File: src/rtl/led7_pkg.sv
// Shared constants, scan state type and a width helper for the 7-segment scan controller.
package led7_pkg;

    localparam logic [3:0] CODE_BLANK = 4'hF;
    localparam logic [3:0] CODE_DASH  = 4'hA;

    typedef enum logic [0:0] {
        ST_BLANK = 1'b0,
        ST_SHOW  = 1'b1
    } scan_state_e;

    // Ceiling log2, never below 1 so a counter always has at least one bit.
    function automatic int unsigned clog2(input int unsigned value);
        int unsigned r;
        r = 0;
        while ((64'd1 << r) < 64'(value)) begin
            r = r + 1;
        end
        return (r == 0) ? 1 : r;
    endfunction

endpackage

File: src/rtl/led7_scan_ctrl_blink.sv
// Blink phase generator: toggles the phase every BLINK_FRAMES frame wraps.
module led7_blink_gen
    import led7_pkg::*;
#(
    parameter int unsigned BLINK_FRAMES = 62
) (
    input  logic clk,
    input  logic rst_n,
    input  logic wrap_i,
    // Next-state phase, so the parent can register outputs on the wrap edge itself.
    output logic blink_phase_next_o
);

    localparam int unsigned FrW = clog2(BLINK_FRAMES);

    logic [FrW-1:0] fr_q, fr_d;
    logic           phase_q, phase_d;

    // Count wraps; clear on the last frame of a phase and flip the phase.
    always_comb begin
        fr_d    = fr_q;
        phase_d = phase_q;
        if (wrap_i) begin
            if (fr_q == FrW'(BLINK_FRAMES - 1)) begin
                fr_d    = '0;
                phase_d = ~phase_q;
            end else begin
                fr_d = fr_q + FrW'(1);
            end
        end
    end

    // Frame counter and phase registers.
    always_ff @(posedge clk or negedge rst_n) begin
        if (!rst_n) begin
            fr_q    <= '0;
            phase_q <= 1'b0;
        end else begin
            fr_q    <= fr_d;
            phase_q <= phase_d;
        end
    end

    assign blink_phase_next_o = phase_d;

endmodule

File: src/rtl/led7_scan_ctrl.sv
// Time-multiplexed scan controller for a common-anode 7-segment bank with anti-ghost gaps,
// tear-free snapshot loading and per-digit blinking.
module led7_scan_ctrl
    import led7_pkg::*;
#(
    parameter int unsigned NUM_DIGITS   = 8,
    parameter int unsigned DWELL_CYC    = 50000,
    parameter int unsigned GAP_CYC      = 500,
    parameter int unsigned BLINK_FRAMES = 62
) (
    input  logic                    clk,
    input  logic                    rst_n,
    input  logic                    en_i,
    input  logic                    load_i,
    input  logic [4*NUM_DIGITS-1:0] digits_i,
    input  logic [NUM_DIGITS-1:0]   blink_mask_i,
    output logic [3:0]              code_o,
    output logic [NUM_DIGITS-1:0]   an_n_o,
    output logic [2:0]              digit_idx_o,
    output logic                    frame_done_o
);

    localparam int unsigned CntMax = (DWELL_CYC > GAP_CYC) ? DWELL_CYC : GAP_CYC;
    localparam int unsigned CntW   = clog2(CntMax);
    localparam int unsigned DataW  = 4 * NUM_DIGITS;

    scan_state_e            st_q, st_d;
    logic [2:0]             idx_q, idx_d;
    logic [CntW-1:0]        cnt_q, cnt_d;
    logic [DataW-1:0]       snap_q, snap_d;
    logic [DataW-1:0]       pend_q, pend_d;
    logic                   pflag_q, pflag_d;
    logic                   wrap;
    logic                   blink_phase_d;

    logic [3:0]             cur_code;
    logic                   cur_mask;
    logic                   lit;
    logic [3:0]             code_d;
    logic [NUM_DIGITS-1:0]  an_n_d;

    led7_blink_gen #(
        .BLINK_FRAMES (BLINK_FRAMES)
    ) u_blink (
        .clk                (clk),
        .rst_n              (rst_n),
        .wrap_i             (wrap),
        .blink_phase_next_o (blink_phase_d)
    );

    // Scan sequencer: gap, dwell, advance digit; disabling parks at the start of digit 0.
    always_comb begin
        st_d  = st_q;
        idx_d = idx_q;
        cnt_d = cnt_q;
        wrap  = 1'b0;
        if (!en_i) begin
            st_d  = ST_BLANK;
            idx_d = '0;
            cnt_d = '0;
        end else begin
            unique case (st_q)
                ST_BLANK: begin
                    if (cnt_q == CntW'(GAP_CYC - 1)) begin
                        st_d  = ST_SHOW;
                        cnt_d = '0;
                    end else begin
                        cnt_d = cnt_q + CntW'(1);
                    end
                end
                ST_SHOW: begin
                    if (cnt_q == CntW'(DWELL_CYC - 1)) begin
                        st_d  = ST_BLANK;
                        cnt_d = '0;
                        if (idx_q == 3'(NUM_DIGITS - 1)) begin
                            idx_d = '0;
                            wrap  = 1'b1;
                        end else begin
                            idx_d = idx_q + 3'd1;
                        end
                    end else begin
                        cnt_d = cnt_q + CntW'(1);
                    end
                end
            endcase
        end
    end

    // Double-buffered load: the displayed snapshot only changes at a frame wrap.
    always_comb begin
        snap_d  = snap_q;
        pend_d  = pend_q;
        pflag_d = pflag_q;
        if (wrap) begin
            // A load landing on the wrap edge is newer than anything pending.
            if (load_i) begin
                snap_d = digits_i;
                pend_d = digits_i;
            end else if (pflag_q) begin
                snap_d = pend_q;
            end
            pflag_d = 1'b0;
        end else if (load_i) begin
            pend_d  = digits_i;
            pflag_d = 1'b1;
        end
    end

    // Output decode from next-state values so outputs move on the transition edge.
    always_comb begin
        cur_code = CODE_BLANK;
        cur_mask = 1'b0;
        for (int k = 0; k < NUM_DIGITS; k++) begin
            if (idx_d == 3'(k)) begin
                cur_code = snap_d[4*k +: 4];
                cur_mask = blink_mask_i[k];
            end
        end
        code_d = (blink_phase_d && cur_mask) ? CODE_BLANK : cur_code;
        // A blank code keeps its anode dark, covering both blinking and unloaded digits.
        lit    = (st_d == ST_SHOW) && (code_d != CODE_BLANK);
        an_n_d = '1;
        for (int k = 0; k < NUM_DIGITS; k++) begin
            if (lit && (idx_d == 3'(k))) begin
                an_n_d[k] = 1'b0;
            end
        end
    end

    // State and registered outputs.
    always_ff @(posedge clk or negedge rst_n) begin
        if (!rst_n) begin
            st_q         <= ST_BLANK;
            idx_q        <= '0;
            cnt_q        <= '0;
            snap_q       <= '1;
            pend_q       <= '1;
            pflag_q      <= 1'b0;
            code_o       <= CODE_BLANK;
            an_n_o       <= '1;
            digit_idx_o  <= '0;
            frame_done_o <= 1'b0;
        end else begin
            st_q         <= st_d;
            idx_q        <= idx_d;
            cnt_q        <= cnt_d;
            snap_q       <= snap_d;
            pend_q       <= pend_d;
            pflag_q      <= pflag_d;
            code_o       <= code_d;
            an_n_o       <= an_n_d;
            digit_idx_o  <= idx_d;
            frame_done_o <= wrap;
        end
    end

endmodule
File: config.mk
export PLATFORM = sky130hd
export DESIGN_NAME = led7_scan_ctrl
export DESIGN_NICKNAME = d
export VERILOG_FILES = /design/src/rtl/led7_pkg.sv /design/src/rtl/led7_scan_ctrl_blink.sv /design/src/rtl/led7_scan_ctrl.sv
export SDC_FILE = /design/constraint.sdc
export NUM_CORES = 1
export LEC_CHECK = 0
export ABC_AREA = 1
export BUFFER_PORTS_ARGS = -buffer_cell sky130_fd_sc_hd__buf_4
export CORE_MARGIN = 5
export CORE_UTILIZATION = 45
export DETAILED_ROUTE_END_ITERATION = 16
export HOLD_SLACK_MARGIN = 0.03
export PLACE_DENSITY_LB_ADDON = 0.2
export SYNTH_ARGS = -nofsm -noshare
export SYNTH_HDL_FRONTEND = slang
export SYNTH_SLANG_ARGS = --single-unit
File: constraint.sdc
create_clock -name clk -period 4.5 [get_ports clk]
set_input_delay 0.675 -clock clk [delete_from_list [all_inputs] [get_ports clk]]
set_output_delay 0.675 -clock clk [all_outputs]
set_load 0.005 [all_outputs]
==> results of run 1 <==
## layer usage
layer	routed length, um	GRT usage, %	part of all wire, %
met5	0	0	0
met4	129	5.22	1.1
met3	410	4.91	3.6
met2	5520	28.2	48
met1	5340	22.4	47
## worst paths after layout
check                      slack, ps          startpoint                    to
max                             1530  cnt_q[0]$_DFF_PN0_   an_n_o[6]$_DFF_PN1_
min                              420               rst_n    cnt_q[6]$_DFF_PN0_
max reg2reg                     1530  cnt_q[0]$_DFF_PN0_   an_n_o[6]$_DFF_PN1_
min reg2reg                      470  cnt_q[0]$_DFF_PN0_    cnt_q[0]$_DFF_PN0_
max in group asynchronous       3070               rst_n  snap_q[23]$_DFF_PN1_
min in group clk                 470  cnt_q[0]$_DFF_PN0_    cnt_q[0]$_DFF_PN0_
## registers in the layout (all words and copies together), names as in the netlist
register / flops
u_blink.fr_q: 6
an_n_o: 8
code_o: 4
u_blink.phase_q: 1
st_q: 1
pend_q: 32
idx_q: 3
cnt_q: 16
frame_done_o: 1
pflag_q: 1
snap_q: 32
## area by class of cell
class                      instances  area share, %
sequential                       105           45.0
multi-input combinational        422           34.9
timing repair buffer              61           7.58
inverter                          72           4.55
clock buffer                      10           3.79
tap                              143           2.96
clock inverter                     6           1.16
## synthesized netlist by cell type (all sizes together) (5+ instances only)
master  instances
nand2         258
dfstp          76
inv            71
nor2           55
dfrtp          29
nand3          25
o21ai          21
nand4          12
a21oi          11
buf             9
nor3            8
clkbuf          6
ha              5
o21a            5
## cell families (layout without fill, tap and decap cells)
logic type	count (synthesis)	in the layout	synth area share, %
flops	105	105	52.5
fa+ha+maj	5	5	1.21
xor+xnor	3	3	0.507
simple gates	369	369	33.5
buf+inv	87	149	6.74
compound gates	45	45	5.53
## stage by stage
step           cell area, um2  setup WS (ps)  power (uW)  hold slack [ps]
2_1_floorplan            5180           2200        1070              379
3_3_place_gp             5750           1310        1130              446
3_5_place_dp             5750           1260        1130              463
4_1_cts                  6040           1570        1940              461
5_1_grt                  6040           1190        2000              488
6_report                 6040           1530        1910              421
## power breakdown
| group | switching, uW | leakage, uW | total (uW) | internal [uW] |
|---|---|---|---|---|
| clock network | 360 | 0.000144 | 798 | 438 |
| logic | 70.1 | 0.00152 | 113 | 42.4 |
| registers | 9.00 | 0.00117 | 1000 | 991 |
==> out/metrics.cfg, run 1 <==
[sta]
period_minus_slack_ps = 2970
fmax_ghz = 0.337
setup_viol = 0
final_max_slew_viol_count = 0
tightest_slew_ps = 1150
fin_crit_sh_pct = 65.9
relSlewSlack_pct = 23.6
hold_viol = 0
finalClockSkew_ps = 10.8
tns_ps = 0
rsz0062_at_grt = false

[cells_and_area]
nets = 720
final_cell_mix = 245 x nand2_1, 76 x dfstp_2, 61 x buf_4
fillCellCount = 1091
final_cell_count_no_fill = 819
fin_util_pct = 53.2
final-seq-area_mm2 = 0.00272
multi_input_area_mm2 = 0.00211
final_common_cell = nand2_1
drive_above_1_share_pct = 33.3
diodes = 0
areaGrowthSynthToFinish_pct = 16.6

[logic_synthesis]
synth-edff-count = 0
syn-num-nets = 663
synth_cell_types = 41
synthArstFlopShare_pct = 100
ys_seq_area_share_pct = 52.5
yosysWarnings = 0
synthCells = 614
synth_area_leaders = dfstp_2 39%, nand2_1 18%, dfrtp_1 14%, inv_1 3.7%, nor2_1 3.1%
ys_seq_elements = 105
syn_area_mm2 = 0.00518
synth_top_area_share_pct = 38.5
synthFlopType = dfstp_2
avgSynthCellArea_um2 = 8.44
synth_top_area_cell = dfstp_2

[floorplan]
io_pins = 60
placementRows = 39
die_x_um = 117
die-height_um = 117
core_area_mm2 = 0.0114
initial_core_util_pct = 45.6
die_area_mm2 = 0.0138

[route]
viasPerCell = 4.81
wire_per_inst_um = 13.9
detail-route-antenna-nets = 0
vias = 3938
drc = 0
wirelength_mm = 11.4
drt_iter0_drc = 212
first_pass_iters = 4

[critical_path]
critPathMaxStageDelay_ps = 480
cp.arrival_ps = 3250
crit_family = simple AND/OR/NAND/NOR gates
cp_num_buf_inv = 1
cpMostUsedCell = nand2_1
critPathLaunchType = register
crit_path_max_fanout = 18
critPathKind = register to register
slowest_stage = clkinv_1
crit_required_ps = 4790
ff2ff_path_depth = 17
cp-end-kind = register
critical_path_cell_count = 17
path_cells = ha_1 > nand3_2 > nor2_1 > nand2_2 > nor2_4 > nand4_2 > clkinv_1 > nand2_1 > nand2_1 > nand2_1 > nand2_1 > nand2_1 > nand2_1 > nand4_1 > o21ai_2 > nand2_4 > nand3_2

[clocking]
post_cts_buffers = 0
clk_latency_ps = 360
cts_buffers = 9
cts_sinks = 105
cts.clk_slew.worst_paths_ps = 70
cts-root-buf = clkbuf_16
hold_buffers = 0
cts_tree = yes
clockBufferDepth = 2
htree_num_levels = 3
cts_resized = 0

[pwr]
vdd_ir_drop_max_v = 0.000281
leakage_uw = 0.00283
power_density_mw_per_mm2 = 316

[status]
outcome = complete, no violations

[placed_design]
hpwl_mm = 8.35
dp.cells = 803
port_buffers = 59
place.gp.congestion = 0.850

[global_routing]
grt_overflow_total = 0
grt_pass1_vias = 4059
grt_max_degree = 70
gr-usage-all-layers_pct = 17.3
grt_pass1_wl_mm = 19.5
antenna_found_initial = 0

[min_path]
hp-class = input port to asynchronous set/reset pin

[flow_run]
drv_cap = 0

Note: power is estimated with default switching activity, not from simulation.
==> run 2: changes to the inputs <==
==> constraint.sdc (replaced) <==
create_clock -name clk -period 2.9 [get_ports clk]
set_input_delay 0.435 -clock clk [delete_from_list [all_inputs] [get_ports clk]]
set_output_delay 0.435 -clock clk [all_outputs]
set_load 0.005 [all_outputs]
==> run 2 against run 1 <==
Against the previous run:
- register-to-register slack lost 1200 ps
- largest power group unchanged
- cell count grew 0.61%
- non-clock buffer count is 6 higher
- critical endpoint is now an_n_o[4]$_DFF_PN1_
- core utilization up 0.68 points
- hold slack got worse by 310 ps
- fmax grew 14%
- die area stayed put
- clock skew shrank 4.2 ps
- combinational power grew 60%
- first-iteration DRC count is 8.0% lower
==> out/metrics.cfg, run 2 (synthesis results as in run 1) <==
[flow_run]
drv_cap = 0

[cells_and_area]
drive_above_1_share_pct = 33.6
nets = 726
final_cell_mix = 245 x nand2_1, 76 x dfstp_2, 65 x buf_4
fin_util_pct = 53.8
largestRegisters = pend_q x32, snap_q x32, cnt_q x16
final_cell_area_mm2 = 0.00612
final_common_cell = nand2_1
multi_input_area_mm2 = 0.00211
areaGrowthSynthToFinish_pct = 18.1
final-seq-area_mm2 = 0.00272
fillCellCount = 1047
diodes = 0

[critical_path]
cp-end-kind = register
crit_path_end = an_n_o[4]$_DFF_PN1_
ff2ff_setup_slack_ps = 310
critPathKind = register to register
crit_path_max_fanout = 40
crit_required_ps = 3180
critPathLaunchType = register
slowest_stage = dfrtp_1
path_cells = ha_1 > nand3_2 > nor2_1 > nand2_2 > nor2_4 > nand4_2 > buf_12 > clkinv_1 > buf_4 > nand2_1 > a31oi_1 > nand2_1 > nand2_1 > nand4_1 > o21ai_2 > nand2_4 > nand3_2
cp.arrival_ps = 2880
critPathMaxStageDelay_ps = 370
ff2ff_path_depth = 17
r2r-start = cnt_q[0]$_DFF_PN0_
cpMostUsedCell = nand2_1
rr_endpoint = an_n_o[4]$_DFF_PN1_
crit_path_start = cnt_q[0]$_DFF_PN0_

[floorplan]
core_area_mm2 = 0.0114
io_pins = 60
initial_core_util_pct = 45.6
placementRows = 39
die_area_mm2 = 0.0138
die_x_um = 117
die-height_um = 117

[clocking]
cts_buffers = 9
cts-root-buf = clkbuf_16
cts.clk_slew.worst_paths_ps = 70
cts_sinks = 105
cts_tree = yes
post_cts_buffers = 0
clk_latency_ps = 340
cts_resized = 0
hold_buffers = 0
htree_num_levels = 3
clockBufferDepth = 2

[placed_design]
hpwl_mm = 8.49
dpl_cell_area_mm2 = 0.00582
dp_slack_ps = 338
port_buffers = 59
place.gp.congestion = 0.929

[pwr]
leakage_uw = 0.00288
power_density_mw_per_mm2 = 488
vdd_ir_drop_max_v = 0.000292
power_uw = 2990

[sta]
relSlewSlack_pct = 54.2
tightest_slew_ps = 687
tns_ps = 0
rsz0062_at_grt = false
fmax_ghz = 0.385
period_minus_slack_ps = 2590
finalClockSkew_ps = 6.53
fin_crit_sh_pct = 89.5
hold_viol = 0
final_max_slew_viol_count = 0
fin_ws_ps = 306
setup_viol = 0

[status]
outcome = complete, no violations

[route]
first_pass_iters = 4
wirelength_mm = 11.2
drt_iter0_drc = 195
detail-route-antenna-nets = 0
vias = 4011
wire_per_inst_um = 13.5
drc = 0
viasPerCell = 4.87

[global_routing]
grt_use_met1_pct = 23.3
use_met2_pct = 27.6
gr-usage-all-layers_pct = 17.3
antenna_found_initial = 0
grt_overflow_total = 0
top_usage_layer = met2
grt_pass1_vias = 4086
grt_max_degree = 55
grtUsageMet3_pct = 3.42
grt_pass1_wl_mm = 19.6

[min_path]
hp-class = input port to asynchronous set/reset pin

## run 2: stage by stage
stage	std cells	hold WS, ps
6_report	824	109
3_5_place_dp	809	455
3_3_place_gp	809	435
5_1_grt	824	175
2_1_floorplan	614	139
4_1_cts	824	149
## run 2: worst min-delay path by stage
stage	slack, ps	startpoint	endpoint	cells after the start
6_report	110	rst_n	cnt_q[3]$_DFF_PN0_	1
5_1_grt	180	rst_n	cnt_q[3]$_DFF_PN0_	1
4_1_cts	150	rst_n	cnt_q[3]$_DFF_PN0_	1
3_5_place_dp	460	cnt_q[0]$_DFF_PN0_	cnt_q[0]$_DFF_PN0_	1
3_3_place_gp	430	cnt_q[0]$_DFF_PN0_	cnt_q[0]$_DFF_PN0_	1
2_1_floorplan	140	rst_n	cnt_q[0]$_DFF_PN0_	0
## run 2: cell type report
type                    instances  area share, %
clock buffers                  13           4.43
clock inverters                 2          0.572
inverters                      72           4.50
multi-input cells             422           34.5
flip-flops and latches        105           44.5
well taps                     143           2.92
repair buffers                 67           8.62
## run 2: power by group
part | leakage, uW | internal (uW) | switching, uW | total, uW
clock | 0.000151 | 740 | 511 | 1250
combinational | 0.00156 | 71.0 | 110 | 181
sequential | 0.00117 | 1540 | 13.7 | 1550
total | 0.00288 | 2350 | 635 | 2990
## run 2: worst max-delay path: cells and delay by family, from the launching register on
| family | cells | cell delay, ps |
|---|---|---|
| buffers and inverters | 3 | 430 |
| and+or+nand+nor | 11 | 1090 |
| AOI/OAI and AO/OA | 2 | 380 |
| DFF | 1 | 370 |
| adders and majority gates | 1 | 230 |
## run 2: routing by layer
| metal | routed length (um) | up-vias |
|---|---|---|
| li1 | - | 2034 |
| met2 | 5280 | 70 |
| met5 | 0 | - |
| met3 | 416 | 14 |
| met4 | 204 | 0 |
| met1 | 5250 | 1893 |
